$ cat config.mk
export PLATFORM = sky130hd
export DESIGN_NAME = led_status_ctrl
export DESIGN_NICKNAME = d
export VERILOG_FILES = /design/src/rtl/led_status_pkg.sv /design/src/rtl/led_tick_gen.sv /design/src/rtl/led_status_ctrl.sv
export SDC_FILE = /design/constraint.sdc
export NUM_CORES = 1
export LEC_CHECK = 0
export CORE_ASPECT_RATIO = 1.75
export CORE_MARGIN = 8
export CORE_UTILIZATION = 29
export CTS_CLUSTER_DIAMETER = 80
export DETAILED_ROUTE_END_ITERATION = 10
export DONT_BUFFER_PORTS = 1
export PLACE_DENSITY = 0.44
export SLEW_MARGIN = 10
export SYNTH_ARGS = -nofsm -noshare
export SYNTH_HDL_FRONTEND = slang
export SYNTH_SLANG_ARGS = --single-unit
$ cat constraint.sdc
create_clock -name i_clk -period 4.09 [get_ports i_clk]
set_clock_uncertainty 0.15 [all_clocks]
set_input_delay 0.409 -clock i_clk [delete_from_list [all_inputs] [get_ports i_clk]]
set_output_delay 0.409 -clock i_clk [all_outputs]
set_load 0.005 [all_outputs]
$ cat src/rtl/led_status_pkg.sv
// ============================================================================
// Module  : led_status_pkg
// Purpose : Shared mode/BEAT encodings, BEAT segment lengths and helpers for
//           the LED status controller.
// Rev     : 1.0  initial release
// ============================================================================
`default_nettype none

package led_status_pkg;

    typedef enum logic [2:0] {
        MODE_OFF   = 3'd0,
        MODE_ON    = 3'd1,
        MODE_BLINK = 3'd2,
        MODE_BEAT  = 3'd3,
        MODE_ACT   = 3'd4
    } mode_e;

    typedef enum logic [1:0] {
        BEAT_ON1  = 2'd0,
        BEAT_OFF1 = 2'd1,
        BEAT_ON2  = 2'd2,
        BEAT_REST = 2'd3
    } beat_e;

    localparam logic [15:0] c_BEAT_ON1_MS  = 16'd100;
    localparam logic [15:0] c_BEAT_OFF1_MS = 16'd100;
    localparam logic [15:0] c_BEAT_ON2_MS  = 16'd100;
    localparam logic [15:0] c_BEAT_REST_MS = 16'd700;

    function automatic logic [15:0] beat_len(input beat_e s);
        logic [15:0] len;
        case (s)
            BEAT_ON1:  len = c_BEAT_ON1_MS;
            BEAT_OFF1: len = c_BEAT_OFF1_MS;
            BEAT_ON2:  len = c_BEAT_ON2_MS;
            default:   len = c_BEAT_REST_MS;
        endcase
        return len;
    endfunction

    function automatic beat_e beat_next(input beat_e s);
        beat_e n;
        case (s)
            BEAT_ON1:  n = BEAT_OFF1;
            BEAT_OFF1: n = BEAT_ON2;
            BEAT_ON2:  n = BEAT_REST;
            default:   n = BEAT_ON1;
        endcase
        return n;
    endfunction

    function automatic logic beat_led(input beat_e s);
        return (s == BEAT_ON1) || (s == BEAT_ON2);
    endfunction

    // A zero half-period would stall the blinker; treat it as one tick.
    function automatic logic [15:0] half_clamp(input logic [15:0] h);
        return (h == 16'd0) ? 16'd1 : h;
    endfunction

endpackage : led_status_pkg

`default_nettype wire

$ cat src/rtl/led_tick_gen.sv
// ============================================================================
// Module  : led_tick_gen
// Purpose : 1 ms prescaler producing a registered single-cycle tick strobe.
// Rev     : 1.0  initial release
// ============================================================================
`default_nettype none

module led_tick_gen #(
    parameter int CLK_FREQ_HZ = 125_000_000
) (
    input  logic i_clk,
    input  logic i_s_rst,
    output logic o_tick
);

    localparam int c_DIV   = CLK_FREQ_HZ / 1000;
    localparam int c_CNT_W = (c_DIV > 1) ? $clog2(c_DIV) : 1;
    localparam logic [c_CNT_W-1:0] c_LAST = c_CNT_W'(c_DIV - 1);
    localparam logic [c_CNT_W-1:0] c_PRE  = c_CNT_W'(c_DIV - 2);

    logic [c_CNT_W-1:0] r_cnt;
    logic               r_tick;

    // The strobe is registered one count early so it coincides with terminal count.
    always_ff @(posedge i_clk) begin
        if (i_s_rst) begin
            r_cnt  <= '0;
            r_tick <= 1'b0;
        end else begin
            r_cnt  <= (r_cnt == c_LAST) ? '0 : r_cnt + c_CNT_W'(1);
            r_tick <= (r_cnt == c_PRE);
        end
    end

    assign o_tick = r_tick;

endmodule : led_tick_gen

`default_nettype wire

$ cat src/rtl/led_status_ctrl.sv
// ============================================================================
// Module  : led_status_ctrl
// Purpose : Multi-channel LED status driver with OFF/ON/BLINK/BEAT/ACT modes.
// Rev     : 1.0  initial release
// ============================================================================
`default_nettype none

module led_status_ctrl
    import led_status_pkg::*;
#(
    parameter int NUM_CH      = 4,
    parameter int CLK_FREQ_HZ = 125_000_000,
    parameter int STRETCH_MS  = 50
) (
    input  logic                   i_clk,
    input  logic                   i_s_rst,
    input  logic [NUM_CH-1:0][1:0] i_mode,
    input  logic [NUM_CH-1:0]      i_act_en,
    input  logic [NUM_CH-1:0]      i_act,
    input  logic [NUM_CH-1:0][15:0] i_half_ms,
    output logic [NUM_CH-1:0]      o_led,
    output logic                   o_tick
);

    localparam logic [15:0] c_STRETCH = 16'(STRETCH_MS);

    logic w_tick;
    logic r_init;

    led_tick_gen #(
        .CLK_FREQ_HZ (CLK_FREQ_HZ)
    ) u_tick_gen (
        .i_clk   (i_clk),
        .i_s_rst (i_s_rst),
        .o_tick  (w_tick)
    );

    assign o_tick = w_tick;

    // Forces every channel through a restart on the first cycle out of reset.
    always_ff @(posedge i_clk) begin
        if (i_s_rst) begin
            r_init <= 1'b1;
        end else begin
            r_init <= 1'b0;
        end
    end

    for (genvar g = 0; g < NUM_CH; g++) begin : g_ch
        mode_e       w_eff;
        logic        w_restart;
        logic [15:0] w_half;
        mode_e       r_mode;
        beat_e       r_beat;
        logic [15:0] r_ms;
        logic [15:0] r_half;
        logic        r_led;

        always_comb begin
            w_eff     = i_act_en[g] ? MODE_ACT : mode_e'({1'b0, i_mode[g]});
            w_restart = r_init || (w_eff != r_mode);
            w_half    = half_clamp(i_half_ms[g]);
        end

        always_ff @(posedge i_clk) begin
            if (i_s_rst) begin
                r_mode <= MODE_OFF;
                r_beat <= BEAT_ON1;
                r_ms   <= 16'd0;
                r_half <= 16'd1;
                r_led  <= 1'b0;
            end else if (w_restart) begin
                r_mode <= w_eff;
                r_beat <= BEAT_ON1;
                r_ms   <= 16'd0;
                r_half <= w_half;
                case (w_eff)
                    MODE_ON, MODE_BLINK, MODE_BEAT: r_led <= 1'b1;
                    MODE_ACT: begin
                        r_led <= i_act[g];
                        r_ms  <= i_act[g] ? c_STRETCH : 16'd0;
                    end
                    default: r_led <= 1'b0;
                endcase
            end else begin
                case (r_mode)
                    MODE_ON: r_led <= 1'b1;
                    MODE_BLINK: begin
                        if (w_tick) begin
                            // New half-period length is sampled only at the boundary.
                            if (r_ms == r_half - 16'd1) begin
                                r_led  <= ~r_led;
                                r_ms   <= 16'd0;
                                r_half <= w_half;
                            end else begin
                                r_ms <= r_ms + 16'd1;
                            end
                        end
                    end
                    MODE_BEAT: begin
                        if (w_tick) begin
                            if (r_ms == beat_len(r_beat) - 16'd1) begin
                                r_beat <= beat_next(r_beat);
                                r_led  <= beat_led(beat_next(r_beat));
                                r_ms   <= 16'd0;
                            end else begin
                                r_ms <= r_ms + 16'd1;
                            end
                        end
                    end
                    MODE_ACT: begin
                        // A pulse on the expiring tick takes priority and re-arms.
                        if (i_act[g]) begin
                            r_led <= 1'b1;
                            r_ms  <= c_STRETCH;
                        end else if (w_tick && (r_ms != 16'd0)) begin
                            r_ms <= r_ms - 16'd1;
                            if (r_ms == 16'd1) begin
                                r_led <= 1'b0;
                            end
                        end
                    end
                    default: r_led <= 1'b0;
                endcase
            end
        end

        assign o_led[g] = r_led;
    end : g_ch

endmodule : led_status_ctrl

`default_nettype wire

==> out/metrics.yaml, run 1 <==
slew_viol_final: 0
arrival_ns: 3.86
cts_resized: 0
synth_compound_area_share_pct: 19.4
worst_pin_slew_ns: 1.16
fill_cells: 4708
period_needed_ns: 3.69
grt-ovfl-total: 0
synth_area_leaders: "dfxtp_1 (27%), nor2_1 (6.8%), mux2i_1 (6.0%), nand2_1 (4.6%), xnor2_1 (4.4%)"
cts_setup_buffers: 0
drc: 0
r2r_setup_slack_ns: 0.40
cts_buffers: 17
crit_path_start_kind: "flip-flop"
switchingPower_mw: 1.30
switching_share_pct: 30.1
worstRegToRegCells: 11
rows: 102
layout-drive-gt1-share_pct: 5.76
drtAntennaViolNets: 0
place_congestion: 0.876
area.sequential_um2: 3420
n_antenna_cell: 0
crit_fanout: 16
synth_top_family_by_area: "simple AND/OR/NAND/NOR gates"
cts_tree: "yes"
vias_per_cell: 5.44
muxShareOfSynthArea_pct: 6.10
synthCells: 1736
cts_root_buf: "clkbuf_16"
initial_utilization_pct: 29.2
synth_ff_type: "dfxtp_1"
coreArea_um2: 43900
syn_area_um2: 12800
hold_buffers: 77
seq_area_frac_synth_pct: 26.7
synthAdderAreaFrac_pct: 3.32
antenna_found_initial: 0
htree_levels: 4
max-slew-margin-rel_pct: 22.3
r2r-start: "g_ch[1].r_half[0]"
area_growth_pct: 14.4
synthDominantCellAreaShare_pct: 26.7
grt_max_degree: 83
place_ws_ns: 0.366
power.density_nw_per_um2: 293
pwr-share-clk_pct: 39.9
combPwrFrac_pct: 17.3
dp_hpwl_um: 32500
layout_setup_ws_ns: 0.403
path_class: "flip-flop to flip-flop"
drv_cap: 0
seq_power_share_pct: 42.8
die-height_um: 294
setup_tns_ns: 0
async_flop_share_pct: 0
setup_viol: 0
multiInputGateArea_um2: 8700
synth_edf_count: 0
min_path_type: "input pin to flip-flop"
yosys_warnings: 0
ios: 87
yosysTopAreaCell: "dfxtp_1"
end_kind: "flip-flop"
grt_setup_unrepaired: "false"
drt-total-wl_um: 44200
yosys.area_share.simple_pct: 30.6
final.period_utilization_pct: 90.1
syn_nets: 1852
drt_first_iter_violations: 717
synth-seq-cells: 171
syn_area_per_cell_um2: 7.38
synth-xor-area-share_pct: 8.25
grt_pass1_vias: 12722
hold_viol: 0
nets: 1861
portBuffers: 0
cts.sinks: 171
p_leak_nw: 5.45
clkSlewWorstSetupHoldPaths_ns: 0.07
grt_pass1_wl_um: 70000
dr.pass1.iters: 5
track_usage_pct: 17.0
startpoint: "g_ch[1].r_half[0]"
ir_drop_mv: 0.218
worstPathRequired_ns: 4.26
r2r-end: "g_ch[1].r_half[3]"
dieArea_um2: 51500
internal-power_mw: 3.00
clk_path_buf_depth: 2
vias: 12643
p_total_mw: 4.30
fmax_ghz: 0.271
endpoint: "g_ch[1].r_half[3]"
ys_types: 88
clock_latency_ns: 0.46
status: "complete, no violations"
die_w_um: 175
drt-wirelength-per-cell_um: 19.0
## power groups by stage
stage	clock network [mW]	registers, mW	logic (mW)
3_3_place_gp	0	1.88	0.656
4_1_cts	1.79	1.84	0.747
5_1_grt	1.84	1.85	0.826
6_report	1.72	1.84	0.743
3_5_place_dp	0	1.88	0.659
2_1_floorplan	0	1.82	0.563
## worst max-delay path, stage by stage, from the launching register on
cell	delay, ns
dfxtp_1	0.35
inv_1	0.07
ha_1	0.18
or4b_1	0.55
a211o_1	0.26
a21o_1	0.16
a2111o_1	0.45
nor4_4	0.29
or3b_1	0.40
nand2_2	0.39
mux2i_1	0.25
nor2_1	0.06
## cell type report
cell class | count | area share (%)
clock inverter | 11 | 1.02
tap | 572 | 4.88
sequential | 171 | 23.3
multi-input combinational | 1394 | 59.4
timing repair buffer | 114 | 7.27
clock buffer | 17 | 2.90
inverter | 47 | 1.20
## cell usage in the layout, fill, tap and decap left out, types with 11 or more instances in the layout
cell	Yosys	layout
xnor2_1	64	64
or2_2	15	15
and3_1	26	26
nor2b_1	26	26
nand4_1	17	17
mux2i_1	77	77
inv_1	47	47
o21ai_0	85	85
xor2_1	54	54
nor4b_1	13	13
a31oi_1	22	22
and2_1	14	14
nand2_1	158	158
nor3b_1	11	11
or4_1	18	18
a21oi_1	92	92
o22ai_1	15	15
ha_1	34	34
a211oi_1	11	11
nand2b_1	18	18
nand3_1	70	70
clkbuf_16	0	17
nor3_1	75	75
buf_4	5	37
nor4_1	43	43
o211ai_1	16	16
or3_1	18	18
dlygate4sd3_1	0	76
dfxtp_1	171	171
nor2_1	233	233
## flip-flops by register name, summed over array words and instances, names as in the netlist
name / cells
g_ch.r_led: 4
g_ch.r_half: 64
u_tick_gen.r_cnt: 17
g_ch.r_beat: 8
r_init: 1
g_ch.r_ms: 64
u_tick_gen.o_tick: 1
g_ch.r_mode: 12
## routing by layer
layer,vias up,GRT usage (%),routed length [um],part of all wire (%)
li1,6257,-,-,-
met1,6021,17.8,17300,39
met2,283,32.2,23500,53
met3,82,3.08,1830,4.1
met4,0,7.51,1540,3.5
met5,-,0,0,0
## logic make-up (layout without fill, tap and decap cells)
family / after synthesis / count (layout)
mux: 78 / 78
xor+xnor: 119 / 119
fa+ha+maj: 34 / 34
buf+inv: 171 / 189
simple gates: 787 / 787
compound gates: 376 / 376
flops: 171 / 171
## cell usage after synthesis, types with 17 or more instances
| cell type | count |
|---|---|
| ha_1 | 34 |
| nand2_1 | 158 |
| a21oi_1 | 92 |
| or3_1 | 18 |
| or4_1 | 18 |
| mux2i_1 | 77 |
| nor4_1 | 43 |
| nor2b_1 | 26 |
| a31oi_1 | 22 |
| clkbuf_1 | 107 |
| nor2_1 | 233 |
| nand2b_1 | 18 |
| inv_1 | 47 |
| xnor2_1 | 64 |
| nand3_1 | 70 |
| o21ai_0 | 85 |
| nor3_1 | 75 |
| nand4_1 | 17 |
| xor2_1 | 54 |
| dfxtp_1 | 171 |
| and3_1 | 26 |
## stage by stage
stage / utilization, % / cell area (um^2) / std cells / hold slack, ns
2_1_floorplan: - / 12800 / 1736 / 0.276
3_3_place_gp: 30.3 / 13300 / 2221 / 0.292
3_5_place_dp: 30.3 / 13300 / 2221 / 0.297
4_1_cts: 33.4 / 14700 / 2326 / 0.0122
5_1_grt: 33.4 / 14700 / 2326 / 0.0506
6_report: 33.4 / 14700 / 2326 / 0.0430
## how the worst min path moves through the flow
stage / startpoint / end / slack, ns / depth (start not counted)
2_1_floorplan: u_tick_gen.r_cnt[0] / u_tick_gen.r_cnt[0] / 0.28 / 1
3_3_place_gp: u_tick_gen.r_cnt[0] / u_tick_gen.r_cnt[0] / 0.29 / 1
3_5_place_dp: u_tick_gen.r_cnt[0] / u_tick_gen.r_cnt[0] / 0.30 / 1
4_1_cts: i_act_en[0] / g_ch[0].r_led / 0.01 / 3
5_1_grt: i_act_en[1] / g_ch[1].r_mode[1] / 0.05 / 2
6_report: i_act_en[0] / g_ch[0].r_led / 0.04 / 3
Note: power is estimated with default switching activity, not from simulation.
==> inputs of run 2 (changes only) <==
==> constraint.sdc (replaced) <==
create_clock -name i_clk -period 4.09 [get_ports i_clk]
set_clock_uncertainty 0.15 [all_clocks]
set_input_delay 0.6135 -clock i_clk [delete_from_list [all_inputs] [get_ports i_clk]]
set_output_delay 0.6135 -clock i_clk [all_outputs]
set_load 0.005 [all_outputs]
==> out/metrics.yaml, run 2 (synthesis results as in run 1) <==
die_w_um: 175
r2r-start: "g_ch[1].r_half[0]"
worstHoldStart: "i_s_rst"
met1_usage_pct: 17.1
crit_fanout: 16
cts.sinks: 171
met2_usage_pct: 31.1
switching_share_pct: 30.7
grt-ovfl-total: 0
final_cell_mix: "nor2_1 (233), dfxtp_1 (171), nand2_1 (158), a21oi_1 (92), o21ai_0 (85)"
dieArea_um2: 51500
min_delay_worst_endpoint: "r_init"
clk_path_buf_depth: 2
dp_hpwl_um: 32500
drt_first_iter_violations: 687
coreArea_um2: 43900
pwr-share-clk_pct: 40.1
end_kind: "flip-flop"
slew_viol_final: 0
switchingPower_mw: 1.29
cts_tree: "yes"
cts_setup_buffers: 0
worstRegToRegCells: 11
ir_drop_mv: 0.202
worstPathRequired_ns: 4.27
layout-drive-gt1-share_pct: 6.18
ios: 87
rows: 102
r2r_setup_slack_ns: 0.38
initial_utilization_pct: 29.2
cts_root_buf: "clkbuf_16"
antenna_found_initial: 0
hold_path_depth: 0
drt-total-wl_um: 42500
post-route-util_pct: 31.6
period_needed_ns: 3.71
die-height_um: 294
p_total_mw: 4.18
drt-wirelength-per-cell_um: 18.9
portBuffers: 0
cts_resized: 0
nets: 1785
hold_buffers: 0
fmax_ghz: 0.269
grt_pass1_wl_um: 67700
area_growth_pct: 8.34
drc: 0
dr.pass1.iters: 4
grt_pass1_vias: 12264
met3_usage_pct: 2.85
r2r-end: "g_ch[1].r_half[0]"
p_leak_nw: 5.12
clock_latency_ns: 0.45
largestRegisters: "g_ch.r_half: 64 flops, g_ch.r_ms: 64 flops, u_tick_gen.r_cnt: 17 flops"
vias_per_cell: 5.47
track_usage_pct: 16.3
grt_max_degree: 90
min_path_type: "input pin to flip-flop"
final_common_cell: "nor2_1"
grt_setup_unrepaired: "false"
internal-power_mw: 2.90
status: "complete, no violations"
combPwrFrac_pct: 15.8
drtAntennaViolNets: 0
worst_pin_slew_ns: 1.17
drv_cap: 0
clkSlewWorstSetupHoldPaths_ns: 0.07
cts_buffers: 17
setup_tns_ns: 0
power.density_nw_per_um2: 301
max-slew-margin-rel_pct: 21.5
crit_path_start_kind: "flip-flop"
htree_levels: 4
final.period_utilization_pct: 90.8
seq_power_share_pct: 44.0
vias: 12330
path_class: "flip-flop to flip-flop"
fill_cells: 4802
hold_viol: 0
busiest_layer: "met2"
n_antenna_cell: 0
arrival_ns: 3.89
setup_viol: 0
place_congestion: 0.876
-- run 2: changes by cell type in the layout (fill, tap and decap cells not counted) --
cell | before | now
clkinv_2 | 2 | 0
clkbuf_8 | 0 | 2
dlygate4sd3_1 | 76 | 0
clkinv_4 | 3 | 4
bufinv_16 | 3 | 1
inv_8 | 0 | 1
clkbuf_1 | 0 | 1
buf_4 | 37 | 38
inv_6 | 1 | 5
buf_16 | 1 | 0
clkinvlp_4 | 2 | 1
-- run 2: metrics by stage --
stage | hold WS, ns | instances | setup WS [ns] | area [um^2]
5_1_grt | 0.0373 | 2254 | 0.127 | 13900
4_1_cts | 0.0429 | 2254 | 0.348 | 13900
6_report | 0.0801 | 2254 | 0.377 | 13900
2_1_floorplan | 0.276 | 1736 | 0.745 | 12800
3_5_place_dp | 0.303 | 2222 | 0.345 | 13300
3_3_place_gp | 0.293 | 2222 | 0.448 | 13300
-- run 2: critical path, stage by stage, from the launching register on --
cell and delay (ns):
dfxtp_1 0.35, inv_1 0.07, ha_1 0.19, or4b_1 0.55
nor4_1 0.29, o211ai_1 0.15, a211o_1 0.36, nor4_4 0.39
or3b_1 0.40, nand2_2 0.39, mux2i_1 0.24, nand2_1 0.07
-- run 2: worst max path at each step --
stage | startpoint | end | slack (ns) | cells after the start
after floorplan | g_ch[0].r_half[0] | g_ch[0].r_half[10] | 0.75 | 14
after global placement | g_ch[1].r_half[0] | g_ch[1].r_half[0] | 0.45 | 11
after detailed placement | g_ch[1].r_half[0] | g_ch[1].r_half[0] | 0.34 | 11
after CTS | g_ch[1].r_half[0] | g_ch[1].r_half[0] | 0.35 | 11
after global routing | g_ch[2].r_half[0] | g_ch[2].r_ms[1] | 0.13 | 11
final | g_ch[1].r_half[0] | g_ch[1].r_half[0] | 0.38 | 11
-- run 2: power by group through the flow --
stage | Combinational, mW | Clock (mW) | Sequential (mW)
3_5_place_dp | 0.662 | 0 | 1.88
6_report | 0.663 | 1.68 | 1.84
4_1_cts | 0.666 | 1.75 | 1.84
5_1_grt | 0.736 | 1.81 | 1.85
3_3_place_gp | 0.658 | 0 | 1.88
2_1_floorplan | 0.563 | 0 | 1.82
-- run 2: area by class of cell --
class                      instances  area [um^2]  area share (%)
clock buffer                      20          457            3.29
timing repair buffer              38          285            2.05
sequential                       171         3420            24.6
multi-input combinational       1394         8700            62.7
inverter                          47          176            1.27
clock inverter                    12          128           0.919
tap                              572          716            5.15
-- run 2: layer usage --
layer	vias to the layer above	part of all wire (%)
met3	77	3.9
met1	5881	39
met5	-	0
met2	249	54
li1	6123	-
met4	0	3.3
==> inputs of run 3 (changes only) <==
--- a/config.mk
+++ b/config.mk
@@ -5,7 +5,7 @@
 export SDC_FILE = /design/constraint.sdc
 export NUM_CORES = 1
 export LEC_CHECK = 0
-export CORE_ASPECT_RATIO = 1.75
+export CORE_ASPECT_RATIO = 0.6
 export CORE_MARGIN = 8
 export CORE_UTILIZATION = 29
 export CTS_CLUSTER_DIAMETER = 80
==> out/metrics.yaml, run 3 (synthesis results as in run 1) <==
layout_setup_ws_ns: 0.311
max_stage_delay_ns: 0.56
drc: 0
fmax_ghz: 0.265
hold_viol: 0
min_path_type: "input pin to flip-flop"
die_w_um: 287
rows: 59
drt-total-wl_um: 41500
grt_pass1_wl_um: 65700
cts_resized: 0
crit_fanout: 16
hold_buffers: 0
internal-power_mw: 2.92
final.period_utilization_pct: 92.4
placed_area_um2: 13300
critical-path-slowest-cell: "or4b_1"
p_leak_nw: 5.14
drt_first_iter_violations: 1142
area_growth_pct: 8.79
cp_num_buf_inv: 1
cts_tree: "yes"
antenna_found_initial: 0
dp_hpwl_um: 31000
cts.sinks: 171
initial_utilization_pct: 29.5
period_needed_ns: 3.78
n_antenna_cell: 0
clk_path_buf_depth: 2
grt_max_degree: 90
layout-drive-gt1-share_pct: 6.64
max-slew-margin-rel_pct: 43.0
fin_cells: 2266
switchingPower_mw: 1.31
worst_pin_slew_ns: 0.854
worstPathRequired_ns: 4.28
grt_pass1_vias: 11321
place_congestion: 0.834
dieArea_um2: 51400
power.density_nw_per_um2: 303
vias_per_cell: 5.43
crit_family: "simple AND/OR/NAND/NOR gates"
grt-ovfl-total: 0
clock_latency_ns: 0.46
drtAntennaViolNets: 0
crit_path_start_kind: "flip-flop"
postLayoutCellArea_um2: 13900
clkSlewWorstSetupHoldPaths_ns: 0.08
path_class: "flip-flop to flip-flop"
cts_root_buf: "clkbuf_16"
status: "complete, no violations"
setup_viol: 0
pwr-share-clk_pct: 40.7
combPwrFrac_pct: 15.8
end_kind: "flip-flop"
grt_setup_unrepaired: "false"
path_cells: "inv_1 -> ha_1 -> or4b_1 -> nor4_1 -> o211ai_1 -> a211o_1 -> nor4_4 -> or3b_1 -> nand2_2 -> mux2i_1 -> nand2_1"
dp.cells: 2234
slew_viol_final: 0
seq_power_share_pct: 43.5
vias: 12302
switching_share_pct: 30.9
ios: 87
cts_setup_buffers: 0
drv_cap: 0
final_cell_mix: "nor2_1 (233), dfxtp_1 (171), nand2_1 (158), a21oi_1 (92), o21ai_0 (85)"
htree_levels: 4
nets: 1790
final_common_cell: "nor2_1"
drt-wirelength-per-cell_um: 18.3
setup_tns_ns: 0
portBuffers: 0
dr.pass1.iters: 6
die-height_um: 179
track_usage_pct: 15.9
ir_drop_mv: 0.210
cts_buffers: 17
arrival_ns: 3.97
largestRegisters: "g_ch.r_half: 64 flops, g_ch.r_ms: 64 flops, u_tick_gen.r_cnt: 17 flops"
place_ws_ns: 0.165
coreArea_um2: 43500
run 3: changes by cell type in the layout (fill, tap and decap cells not counted), moves of 2 or more:
cell / previous run / this run
buf_4: 38 / 43
clkbuf_8: 2 / 0
clkinv_2: 0 / 2
clkinvlp_4: 1 / 3
run 3: routing by layer:
metal  global-route usage (%)  part of all wire, %  up-vias  wire (um)
li1                         -                    -     6142          -
met1                     25.2                   54     5771      22300
met2                     21.1                   38      358      15700
met3                     3.11                  7.2       31       2990
met4                     3.58                  1.1        0        475
met5                        0                    0        -          0
run 3: power by group through the flow:
| stage | sequential [mW] | clock, mW | combinational, mW |
|---|---|---|---|
| floorplan | 1.82 | 0 | 0.563 |
| global placement | 1.88 | 0 | 0.657 |
| detailed placement | 1.88 | 0 | 0.658 |
| CTS | 1.84 | 1.78 | 0.662 |
| global route | 1.85 | 1.86 | 0.743 |
| finish | 1.84 | 1.72 | 0.666 |
run 3: final cells by class:
class / count / area [um^2]
Multi-Input combinational cell: 1394 / 8710
Clock buffer: 17 / 425
Clock inverter: 15 / 163
Fill cell: 4647 / 29500
Timing Repair Buffer: 43 / 323
Tap cell: 579 / 724
Inverter: 47 / 176
Sequential cell: 171 / 3420
run 3: path summary, 6_finish.rpt:
path                       start  cells after the start                   to  slack, ns
max reg2reg    g_ch[1].r_half[0]                     11    g_ch[1].r_half[0]       0.31
min reg2reg  u_tick_gen.r_cnt[0]                      1  u_tick_gen.r_cnt[0]       0.31
min                  i_act_en[1]                      1    g_ch[1].r_mode[0]       0.07
max            g_ch[1].r_half[0]                     11    g_ch[1].r_half[0]       0.31
run 3: stage by stage:
step	power (mW)	util [%]	hold slack (ns)
2_1_floorplan	2.38	-	0.276
3_3_place_gp	2.53	30.7	0.296
3_5_place_dp	2.54	30.7	0.302
4_1_cts	4.28	32.0	0.0315
5_1_grt	4.45	32.1	0.0341
6_report	4.23	32.1	0.0678
run 3: worst register-to-register path: cells and delay by family, from the launching register on:
kind	cells	cell delay (ns)
adders and majority gates	1	0.17
buffers and inverters	1	0.07
DFF	1	0.35
and+or+nand+nor	6	2.11
muxes	1	0.26
AOI/OAI and AO/OA	2	0.55
